`config.mk`:
```
export PLATFORM = sky130hd
export DESIGN_NAME = fifo_wr_arbiter
export DESIGN_NICKNAME = d
export VERILOG_FILES = /design/src/rtl/fifo_wr_arbiter.sv
export SDC_FILE = /design/constraint.sdc
export NUM_CORES = 1
export LEC_CHECK = 0
export ABC_AREA = 1
export BUFFER_PORTS_ARGS = -buffer_cell sky130_fd_sc_hd__buf_4
export CORE_UTILIZATION = 50
export CTS_CLUSTER_DIAMETER = 50
export CTS_CLUSTER_SIZE = 8
export DETAILED_ROUTE_END_ITERATION = 12
export GPL_TIMING_DRIVEN = 0
export HOLD_SLACK_MARGIN = 0.08
export PLACE_DENSITY = 0.85
export SKIP_LAST_GASP = 1
export SLEW_MARGIN = 20
export SYNTH_ARGS = -nofsm -noshare
export SYNTH_HDL_FRONTEND = slang
export SYNTH_SLANG_ARGS = --single-unit
```
`constraint.sdc`:
```
create_clock -name clk -period 3.59 [get_ports clk]
set_input_delay 0.718 -clock clk [delete_from_list [all_inputs] [get_ports clk]]
set_output_delay 0.718 -clock clk [all_outputs]
set_load 0.01 [all_outputs]
```
`src/rtl/fifo_wr_arbiter.sv`:
```
// fifo_wr_arbiter
// Round-robin write-port arbiter sitting in front of the asynchronous FIFO.
// One requester at a time owns the single write port for a burst of up to
// MAX_BURST beats. An accepted beat reaches the FIFO one cycle later through
// the registered strobe/data pair. The FIFO flags throttle the owner's ready.
module fifo_wr_arbiter #(
   parameter int NUM_REQ    = 4,
   parameter int DATA_WIDTH = 8,
   parameter int MAX_BURST  = 4
) (
   input  logic                          clk,
   input  logic                          rst,
   input  logic [NUM_REQ-1:0]            req_valid,
   input  logic [NUM_REQ*DATA_WIDTH-1:0] req_data,
   output logic [NUM_REQ-1:0]            req_ready,
   input  logic                          fifo_full,
   input  logic                          fifo_afull,
   output logic                          fifo_wr_en,
   output logic [DATA_WIDTH-1:0]         fifo_wr_data,
   output logic [NUM_REQ-1:0]            grant,
   output logic [$clog2(NUM_REQ)-1:0]    grant_id,
   output logic                          busy
);

   localparam int ID_W  = $clog2(NUM_REQ);
   localparam int CNT_W = $clog2(MAX_BURST + 1);

   // After reset the scan starts just past the highest id, so requester 0 goes first.
   localparam logic [ID_W-1:0]  LAST_REQ   = ID_W'(NUM_REQ - 1);
   localparam logic [CNT_W-1:0] BURST_LAST = CNT_W'(MAX_BURST);

   typedef enum logic [0:0] {
      ST_IDLE = 1'b0,
      ST_OWN  = 1'b1
   } state_t;

   // Convert an owner id into its one-hot grant vector.
   function automatic logic [NUM_REQ-1:0] id_to_onehot(input logic [ID_W-1:0] id);
      logic [NUM_REQ-1:0] oh;
      oh = {NUM_REQ{1'b0}};
      for (int i = 0; i < NUM_REQ; i++) begin
         oh[i] = (id == ID_W'(i));
      end
      return oh;
   endfunction

   // State and registered outputs.
   state_t                 state_r, state_s;
   logic [ID_W-1:0]        g_r, g_s;
   logic [ID_W-1:0]        last_id_r, last_id_s;
   logic [CNT_W-1:0]       beat_cnt_r, beat_cnt_s;
   logic                   wr_en_r, wr_en_s;
   logic [DATA_WIDTH-1:0]  wr_data_r, wr_data_s;
   logic [NUM_REQ-1:0]     grant_r, grant_s;
   logic                   busy_r, busy_s;

   // Combinational helpers.
   logic [NUM_REQ-1:0]     above_s;
   logic [ID_W-1:0]        pick_hi_s;
   logic [ID_W-1:0]        pick_lo_s;
   logic [ID_W-1:0]        pick_s;
   logic                   own_valid_s;
   logic [DATA_WIDTH-1:0]  own_data_s;
   logic                   own_ready_s;
   logic                   xfer_s;
   logic [CNT_W-1:0]       beat_next_s;

   // Round-robin pick: lowest valid id above last_id, otherwise wrap to the lowest valid id.
   always_comb begin
      above_s   = {NUM_REQ{1'b0}};
      pick_hi_s = {ID_W{1'b0}};
      pick_lo_s = {ID_W{1'b0}};
      for (int i = NUM_REQ - 1; i >= 0; i--) begin
         above_s[i] = req_valid[i] && (ID_W'(i) > last_id_r);
         pick_hi_s  = above_s[i]   ? ID_W'(i) : pick_hi_s;
         pick_lo_s  = req_valid[i] ? ID_W'(i) : pick_lo_s;
      end
      pick_s = (|above_s) ? pick_hi_s : pick_lo_s;
   end

   // Route the current owner's valid and data lanes.
   always_comb begin
      own_valid_s = 1'b0;
      own_data_s  = {DATA_WIDTH{1'b0}};
      for (int i = 0; i < NUM_REQ; i++) begin
         own_valid_s = (g_r == ID_W'(i)) ? req_valid[i] : own_valid_s;
         own_data_s  = (g_r == ID_W'(i)) ? req_data[i*DATA_WIDTH +: DATA_WIDTH] : own_data_s;
      end
   end

   // Owner may hand over a beat unless the FIFO is full, or the write already
   // in flight would consume the last free slot.
   always_comb begin
      own_ready_s = (state_r == ST_OWN) && !fifo_full && !(wr_en_r && fifo_afull);
      xfer_s      = own_valid_s && own_ready_s;
      beat_next_s = beat_cnt_r + CNT_W'(1'b1);
   end

   assign req_ready = own_ready_s ? id_to_onehot(g_r) : {NUM_REQ{1'b0}};

   // Next-state logic: arbitration in IDLE, beat transfer and release in OWN.
   always_comb begin
      state_s    = state_r;
      g_s        = g_r;
      last_id_s  = last_id_r;
      beat_cnt_s = beat_cnt_r;
      wr_en_s    = 1'b0;
      wr_data_s  = wr_data_r;
      grant_s    = grant_r;
      busy_s     = busy_r;
      case (state_r)
         ST_IDLE: begin
            if (|req_valid) begin
               state_s    = ST_OWN;
               g_s        = pick_s;
               beat_cnt_s = {CNT_W{1'b0}};
               grant_s    = id_to_onehot(pick_s);
               busy_s     = 1'b1;
            end else begin
               grant_s    = {NUM_REQ{1'b0}};
               busy_s     = 1'b0;
            end
         end
         ST_OWN: begin
            if (!own_valid_s) begin
               // Owner went away: release even if the FIFO is stalling us.
               state_s   = ST_IDLE;
               last_id_s = g_r;
               grant_s   = {NUM_REQ{1'b0}};
               busy_s    = 1'b0;
            end else if (xfer_s) begin
               wr_en_s    = 1'b1;
               wr_data_s  = own_data_s;
               beat_cnt_s = beat_next_s;
               if (beat_next_s == BURST_LAST) begin
                  // Burst cap reached: owner drops to lowest priority.
                  state_s   = ST_IDLE;
                  last_id_s = g_r;
                  grant_s   = {NUM_REQ{1'b0}};
                  busy_s    = 1'b0;
               end else begin
                  state_s   = ST_OWN;
               end
            end else begin
               // Flag stall: hold ownership and beat count indefinitely.
               state_s = ST_OWN;
            end
         end
         default: begin
            state_s = ST_IDLE;
            grant_s = {NUM_REQ{1'b0}};
            busy_s  = 1'b0;
         end
      endcase
   end

   // State and output registers; reset clears everything, dropping any pending write.
   always_ff @(posedge clk or negedge rst) begin
      if (!rst) begin
         state_r    <= ST_IDLE;
         g_r        <= {ID_W{1'b0}};
         last_id_r  <= LAST_REQ;
         beat_cnt_r <= {CNT_W{1'b0}};
         wr_en_r    <= 1'b0;
         wr_data_r  <= {DATA_WIDTH{1'b0}};
         grant_r    <= {NUM_REQ{1'b0}};
         busy_r     <= 1'b0;
      end else begin
         state_r    <= state_s;
         g_r        <= g_s;
         last_id_r  <= last_id_s;
         beat_cnt_r <= beat_cnt_s;
         wr_en_r    <= wr_en_s;
         wr_data_r  <= wr_data_s;
         grant_r    <= grant_s;
         busy_r     <= busy_s;
      end
   end

   assign fifo_wr_en   = wr_en_r;
   assign fifo_wr_data = wr_data_r;
   assign grant        = grant_r;
   assign grant_id     = g_r;
   assign busy         = busy_r;

endmodule

```
==> insert_results.sql, run 1 <==
INSERT INTO impl_metrics (metric_group, metric, value, unit) VALUES
('outcome', 'outcome', 'finished clean', ''),
('synth', 'synthesis.instances', '179', ''),
('clocking', 'post-cts-setup-buffers', '0', ''),
('placed_design', 'port_buffers', '59', ''),
('timing', 'worst_clock_skew', '0.00522', 'ns'),
('finish', 'antennaDiodeCount', '0', ''),
('setup_path', 'kind_of_end_point_of_the_critical_path', 'primary output', ''),
('setup_path', 'timing.critical_path.arrival', '1.51', 'ns'),
('synth', 'mappedNetlistArea', '1370', 'sq um'),
('synth', 'synth.distinct_cells', '23', ''),
('setup_path', 'timing_worst_setup_path_type', 'in -> out', ''),
('placed_design', 'place_ws', '1.37', 'ns'),
('finish', 'design.final.nets', '285', ''),
('route', 'post_drt_antenna_nets', '0', ''),
('grt', 'grt_first_pass_wirelength', '4970', 'microns'),
('route', 'first_pass_iters', '4', ''),
('setup_path', 'worstSetupStartpointType', 'input port', ''),
('timing', 'final_critical_path_setup_slack', '1.37', 'ns'),
('route', 'detailroute.wirelength.met3', '234', 'microns'),
('setup_path', 'cp_cell_sequence', 'buf_4, nand2_1, nand2_1, nor2_4, inv_1, nor3_1, buf_4', ''),
('power', 'power-per-cell-area', '788', 'nW/um^2'),
('die', 'die_area', '2950', 'sq um'),
('synth', 'synthesis.yosys.warnings', '0', ''),
('power', 'worst_vdd_ir', '0.515', 'mV'),
('die', 'boundaryPins', '60', ''),
('die', 'row_count', '18', ''),
('route', 'wire_per_inst', '11.2', 'microns'),
('die', 'floorplan.initialDensity', '0.542', ''),
('route', 'maxUsedRoutingLayer', 'met4', ''),
('timing', 'timing.fmax', '450', 'MHz'),
('route', 'remaining_drc_errors', '0', ''),
('grt', 'grt_max_degree', '23', ''),
('setup_path', 'critical_path.reg2reg.startpoint', 'beat_cnt_r[0]', ''),
('power', 'power.total', '1.50', 'mW'),
('timing', 'finalSetupViolations', '0', ''),
('route', 'detailroute.wirelength.met2', '1500', 'microns'),
('worst_hold_path', 'timing.hold.worst.class', 'in -> async', ''),
('flow_run', 'max-cap-violations', '0', ''),
('finish', 'share_of_layout_cells_above_drive_strength_1', '0.384', ''),
('setup_path', 'path_max_fanout', '4', ''),
('timing', 'min_period_over_period', '0.620', ''),
('synth', 'syn-num-nets', '221', ''),
('route', 'dr_total_vias', '1370', ''),
('grt', 'first_global_vias', '1248', ''),
('setup_path', 'reg2reg_slack', '2.10', 'ns'),
('clocking', 'cts_max_path_buffers', '2', ''),
('clocking', 'cts_root_buf', 'clkbuf_4', ''),
('synth', 'synth_seq_area_share', '0.404', ''),
('timing', 'hold_viol', '0', ''),
('route', 'via_per_inst', '5.04', ''),
('clocking', 'clock_latency', '0.31', 'ns'),
('route', 'routed_wl', '3050', 'microns'),
('grt', 'grt_util_all_layers', '0.233', ''),
('clocking', 'cts_resized', '0', ''),
('setup_path', 'worst_r2r_endpoint', 'last_id_r[1]', ''),
('timing', 'totalNegativeSetupSlack', '0', 'ns'),
('synth', 'post_synth.cell_area_avg', '7.64', 'sq um'),
('clocking', 'cts_tree', 'built', ''),
('clocking', 'cts.htree.levels', '1', ''),
('finish', 'syn2layout_area_growth', '39.0', '%'),
('clocking', 'cts.reportedPaths.clkPinSlew', '0.12', 'ns'),
('clocking', 'clock-sinks', '22', ''),
('setup_path', 'timing.reg2reg.worst_path_depth', '9', ''),
('die', 'die_width', '54.3', 'microns'),
('synth', 'synth.ff_latch_count', '22', ''),
('route', 'drt-met1-wl', '1280', 'microns'),
('grt', 'grt_antenna_before_repair', '0', ''),
('setup_path', 'worstPathRequired', '2.87', 'ns'),
('timing', 'relSlewSlack', '0.701', ''),
('clocking', 'cts_made_buffers', '3', ''),
('setup_path', 'max_stage_delay', '0.16', 'ns'),
('finish', 'n_fill_cell', '198', ''),
('setup_path', 'critical_path.slowest_cell', 'nor2_4', ''),
('timing', 'worstMarginPinSlew', '0.447', 'ns'),
('timing', 'timing.final.max_slew_violations', '0', ''),
('die', 'dieHeight', '54.3', 'microns'),
('placed_design', 'dp_hpwl', '2490', 'microns'),
('grt', 'globalRouteOverflowTotal', '0', ''),
('clocking', 'cts-hold-fix-buffers', '0', ''),
('route', 'drt-initial-drc-count', '25', ''),
('timing', 'unrepaired_setup_endpoints_after_global_routing', 'false', ''),
('power', 'power.static_leakage', '1.06', 'nW'),
('die', 'placeableCoreArea', '2520', 'sq um'),
('placed_design', 'place_congestion', '0.802', ''),
('timing', 'final.min_clock_period', '2.22', 'ns');
-- worst max path at each step --
stage          slack (ns)       start      endpoint  cells past startpoint
6_report             1.37  fifo_afull  req_ready[1]                      7
3_3_place_gp         1.37  fifo_afull  req_ready[1]                      7
3_5_place_dp         1.37  fifo_afull  req_ready[0]                      7
2_1_floorplan        1.56  fifo_afull  req_ready[0]                      5
5_1_grt              1.26  fifo_afull  req_ready[2]                      7
4_1_cts              1.36  fifo_afull  req_ready[1]                      7
-- synthesized netlist by cell type --
library cell  number  area share
inv_2              1      0.0027
nand3_1           14       0.051
nand4_1            5       0.023
buf_12             1       0.015
nand2_4            3       0.025
o21ai_2            8       0.051
clkinv_2           1      0.0037
nand3_2            2       0.015
nor2_4             1      0.0082
inv_1             12       0.033
buf_4              1      0.0055
dfstp_2            2       0.038
a21oi_1           10       0.037
nand2_2            5       0.023
buf_6              3       0.025
nor2_1             9       0.025
ha_1               2       0.018
nor3_1             3       0.011
nand2_1           71        0.19
nor2_2             1      0.0046
dfrtp_1           20        0.37
nor2_8             1       0.015
o21ai_0            3       0.011
-- state kept, by name, indices dropped and copies added, names as in the netlist --
register      flops
fifo_wr_data      8
grant_id          2
last_id_r         2
grant             4
fifo_wr_en        1
busy              1
beat_cnt_r        3
state_r           1
-- cells by family (layout without fill, tap and decap cells) --
kind of cell / Yosys count / after routing / synth area share
compound gates: 21 / 21 / 0.0988
buf+inv: 19 / 82 / 0.0842
fa+ha+maj: 2 / 2 / 0.0183
flops: 22 / 22 / 0.404
simple gates: 115 / 115 / 0.394
-- where the power goes --
group / switching, mW / total [mW] / internal [mW]
clock network: 0.0757 / 0.189 / 0.113
logic: 0.502 / 0.872 / 0.370
registers: 0.0706 / 0.437 / 0.366
total: 0.649 / 1.50 / 0.849
-- through the flow --
step	std cells	hold slack [ns]	utilization	cell area (sq um)
finish	272	0.266	0.753	1900
global route	272	0.275	0.753	1900
CTS	272	0.273	0.753	1900
detailed placement	268	0.470	0.733	1850
global placement	268	0.466	0.733	1850
floorplan	179	0.422	-	1370
-- routing by layer --
layer | vias up | global-route usage
met5 | - | 0
met4 | 0 | 0.0726
met3 | 6 | 0.0361
met2 | 62 | 0.425
met1 | 600 | 0.276
li1 | 702 | -
-- layout by cell type (no fill, tap or decap), drive strengths merged, types with 2 or more instances in the layout --
cell type / instances
nand4: 5
nor2: 12
nor3: 3
nand2: 79
a21oi: 10
dfrtp: 20
inv: 13
dfstp: 2
buf: 64
o21ai: 11
ha: 2
clkbuf: 3
nand3: 16
-- layout make-up --
cell class,instances,area [sq um],area share
multi-input cells,138,699,0.368
repair buffers,59,443,0.233
flip-flops and latches,22,553,0.291
plain buffers,5,61.3,0.0323
clock inverters,1,30.0,0.0158
clock buffers,3,22.5,0.0118
well taps,30,37.5,0.0197
inverters,14,53.8,0.0283
-- worst max-delay path, delay by kind of cell --
family | cells | cell delay, ns
buffers and inverters | 3 | 0.37
and+or+nand+nor | 4 | 0.42
No activity file was read; power rests on OpenSTA's default activity.
==> inputs of run 2 (changes only) <==
--- a/config.mk
+++ b/config.mk
@@ -7,13 +7,13 @@
 export LEC_CHECK = 0
 export ABC_AREA = 1
 export BUFFER_PORTS_ARGS = -buffer_cell sky130_fd_sc_hd__buf_4
-export CORE_UTILIZATION = 50
+export CORE_UTILIZATION = 47
 export CTS_CLUSTER_DIAMETER = 50
 export CTS_CLUSTER_SIZE = 8
 export DETAILED_ROUTE_END_ITERATION = 12
 export GPL_TIMING_DRIVEN = 0
 export HOLD_SLACK_MARGIN = 0.08
-export PLACE_DENSITY = 0.85
+export PLACE_DENSITY = 0.8
 export SKIP_LAST_GASP = 1
 export SLEW_MARGIN = 20
 export SYNTH_ARGS = -nofsm -noshare
==> constraint.sdc (replaced) <==
create_clock -name clk -period 2.12 [get_ports clk]
set_input_delay 0.424 -clock clk [delete_from_list [all_inputs] [get_ports clk]]
set_output_delay 0.424 -clock clk [all_outputs]
set_load 0.01 [all_outputs]
==> insert_results.sql, run 2 (synthesized netlist as in run 1, its figures left out) <==
INSERT INTO impl_metrics (metric_group, metric, value, unit) VALUES
('route', 'drt-initial-drc-count', '44', ''),
('clocking', 'clock-sinks', '22', ''),
('timing', 'timing.fmax', '520', 'MHz'),
('route', 'routed_wl', '3170', 'microns'),
('grt', 'grt_util_all_layers', '0.231', ''),
('setup_path', 'cp.buffers_inverters', '3', ''),
('finish', 'share_of_layout_cells_above_drive_strength_1', '0.383', ''),
('power', 'power.static_leakage', '1.06', 'nW'),
('setup_path', 'worstPathRequired', '1.70', 'ns'),
('route', 'via_per_inst', '4.97', ''),
('timing', 'unrepaired_setup_endpoints_after_global_routing', 'false', ''),
('setup_path', 'timing.critical_path.arrival', '1.50', 'ns'),
('timing', 'finalSetupViolations', '0', ''),
('route', 'remaining_drc_errors', '0', ''),
('placed_design', 'place_congestion', '0.833', ''),
('grt', 'grt_max_degree', '23', ''),
('clocking', 'cts_max_path_buffers', '2', ''),
('route', 'wire_per_inst', '11.6', 'microns'),
('finish', 'mostFrequentLayoutCells', 'nand2_1 (71), buf_4 (60), dfrtp_1 (20), nand3_1 (14), inv_1 (12)', ''),
('die', 'dieHeight', '55.9', 'microns'),
('timing', 'worst_clock_skew', '0.00424', 'ns'),
('die', 'boundaryPins', '60', ''),
('clocking', 'cts_root_buf', 'clkbuf_4', ''),
('clocking', 'clock_latency', '0.32', 'ns'),
('timing', 'relSlewSlack', '0.617', ''),
('clocking', 'cts_resized', '0', ''),
('timing', 'final.min_clock_period', '1.92', 'ns'),
('finish', 'antennaDiodeCount', '0', ''),
('power', 'power-per-cell-area', '1300', 'nW/um^2'),
('clocking', 'post-cts-setup-buffers', '0', ''),
('setup_path', 'kind_of_end_point_of_the_critical_path', 'primary output', ''),
('die', 'floorplan.initialDensity', '0.496', ''),
('setup_path', 'critical_path.slowest_cell', 'dfrtp_1', ''),
('placed_design', 'place_ws', '0.475', 'ns'),
('setup_path', 'timing_worst_setup_path_type', 'reg -> out', ''),
('timing', 'hold_viol', '0', ''),
('route', 'dr_total_vias', '1363', ''),
('power', 'worst_vdd_ir', '0.833', 'mV'),
('outcome', 'outcome', 'finished clean', ''),
('worst_hold_path', 'timing.hold.worst.class', 'in -> reg', ''),
('grt', 'globalRouteOverflowTotal', '0', ''),
('clocking', 'cts-hold-fix-buffers', '1', ''),
('setup_path', 'crit_path_frequent_cell', 'buf_4', ''),
('flow_run', 'max-cap-violations', '0', ''),
('grt', 'first_global_vias', '1255', ''),
('setup_path', 'max_stage_delay', '0.35', 'ns'),
('finish', 'mostFrequentLayoutCell', 'nand2_1', ''),
('timing', 'min_period_over_period', '0.907', ''),
('route', 'first_pass_iters', '4', ''),
('die', 'placeableCoreArea', '2760', 'sq um'),
('setup_path', 'cp_cell_sequence', 'buf_4, nand2_1, nor2_4, inv_1, nor3_1, buf_4', ''),
('die', 'die_area', '3130', 'sq um'),
('finish', 'largest_register_ffs', '8', ''),
('timing', 'final_critical_path_setup_slack', '0.197', 'ns'),
('clocking', 'cts.reportedPaths.clkPinSlew', '0.13', 'ns'),
('route', 'post_drt_antenna_nets', '0', ''),
('grt', 'grt_first_pass_wirelength', '5610', 'microns'),
('clocking', 'cts.htree.levels', '1', ''),
('setup_path', 'path_max_fanout', '10', ''),
('clocking', 'cts_tree', 'built', ''),
('grt', 'grt_antenna_before_repair', '0', ''),
('finish', 'fin_util', '0.687', ''),
('setup_path', 'cell_family_with_the_largest_share_of_critical_path_delay', 'buffers and inverters', ''),
('placed_design', 'dp_hpwl', '2430', 'microns'),
('timing', 'timing.final.max_slew_violations', '0', ''),
('timing', 'totalNegativeSetupSlack', '0', 'ns'),
('finish', 'design.final.nets', '286', ''),
('timing', 'worstMarginPinSlew', '0.572', 'ns'),
('placed_design', 'port_buffers', '59', ''),
('clocking', 'cts_made_buffers', '3', ''),
('setup_path', 'worstSetupStartpointType', 'register', ''),
('finish', 'syn2layout_area_growth', '38.6', '%'),
('die', 'row_count', '19', ''),
('die', 'die_width', '55.9', 'microns');
[run 2: cell count changes in the layout (fill, tap and decap cells not counted), sizes merged]
cell	delta
bufinv	-1
clkbuf	+1
dlygate4sd3	+1
[run 2: area by class of cell]
cell class / count / area [sq um]
Multi-Input combinational cell: 138 / 699
Clock buffer: 4 / 36.3
Fill cell: 254 / 862
Buffer: 5 / 61.3
Sequential cell: 22 / 553
Timing Repair Buffer: 60 / 453
Tap cell: 31 / 38.8
Inverter: 14 / 53.8
[run 2: report_power, final]
part           leakage, nW  switching, mW  internal, mW
Sequential           0.276          0.118         0.620
Clock               0.0210          0.138         0.105
Combinational        0.761          0.852         0.628
[run 2: routing by layer]
layer,routed length (microns),up-vias,GRT usage
li1,-,706,-
met1,1420,601,0.297
met2,1490,51,0.386
met3,198,5,0.0512
met4,53,0,0.0836
met5,0,-,0
[run 2: worst reg2reg max path, stage by stage (launching register included)]
cell and delay [ns]:
dfrtp_1 0.39, buf_6 0.17, inv_2 0.07, nor2_1 0.45, nand2_1 0.14, nand3_1 0.10
a21oi_1 0.05, o21ai_2 0.10
[run 2: final timing paths]
kind	startpoint	endpoint	slack, ns	depth (start not counted)
max in group asynchronous	rst	last_id_r[0]	1.32	2
worst max register to register	grant_id[1]	fifo_wr_data[5]	0.60	7
worst min-delay path	req_data[24]	fifo_wr_data[0]	0.35	3
worst min register to register	last_id_r[0]	last_id_r[0]	0.48	2
min in group asynchronous	rst	fifo_wr_data[5]	0.52	2
worst max-delay path	state_r	req_ready[2]	0.20	6
[run 2: metrics by stage]
stage	instances	cell area (sq um)	hold slack [ns]	power (mW)
2_1_floorplan	179	1370	0.128	1.74
3_3_place_gp	269	1850	0.330	2.21
3_5_place_dp	269	1850	0.333	2.24
4_1_cts	274	1900	0.350	2.48
5_1_grt	274	1900	0.355	2.69
6_report	274	1900	0.352	2.46
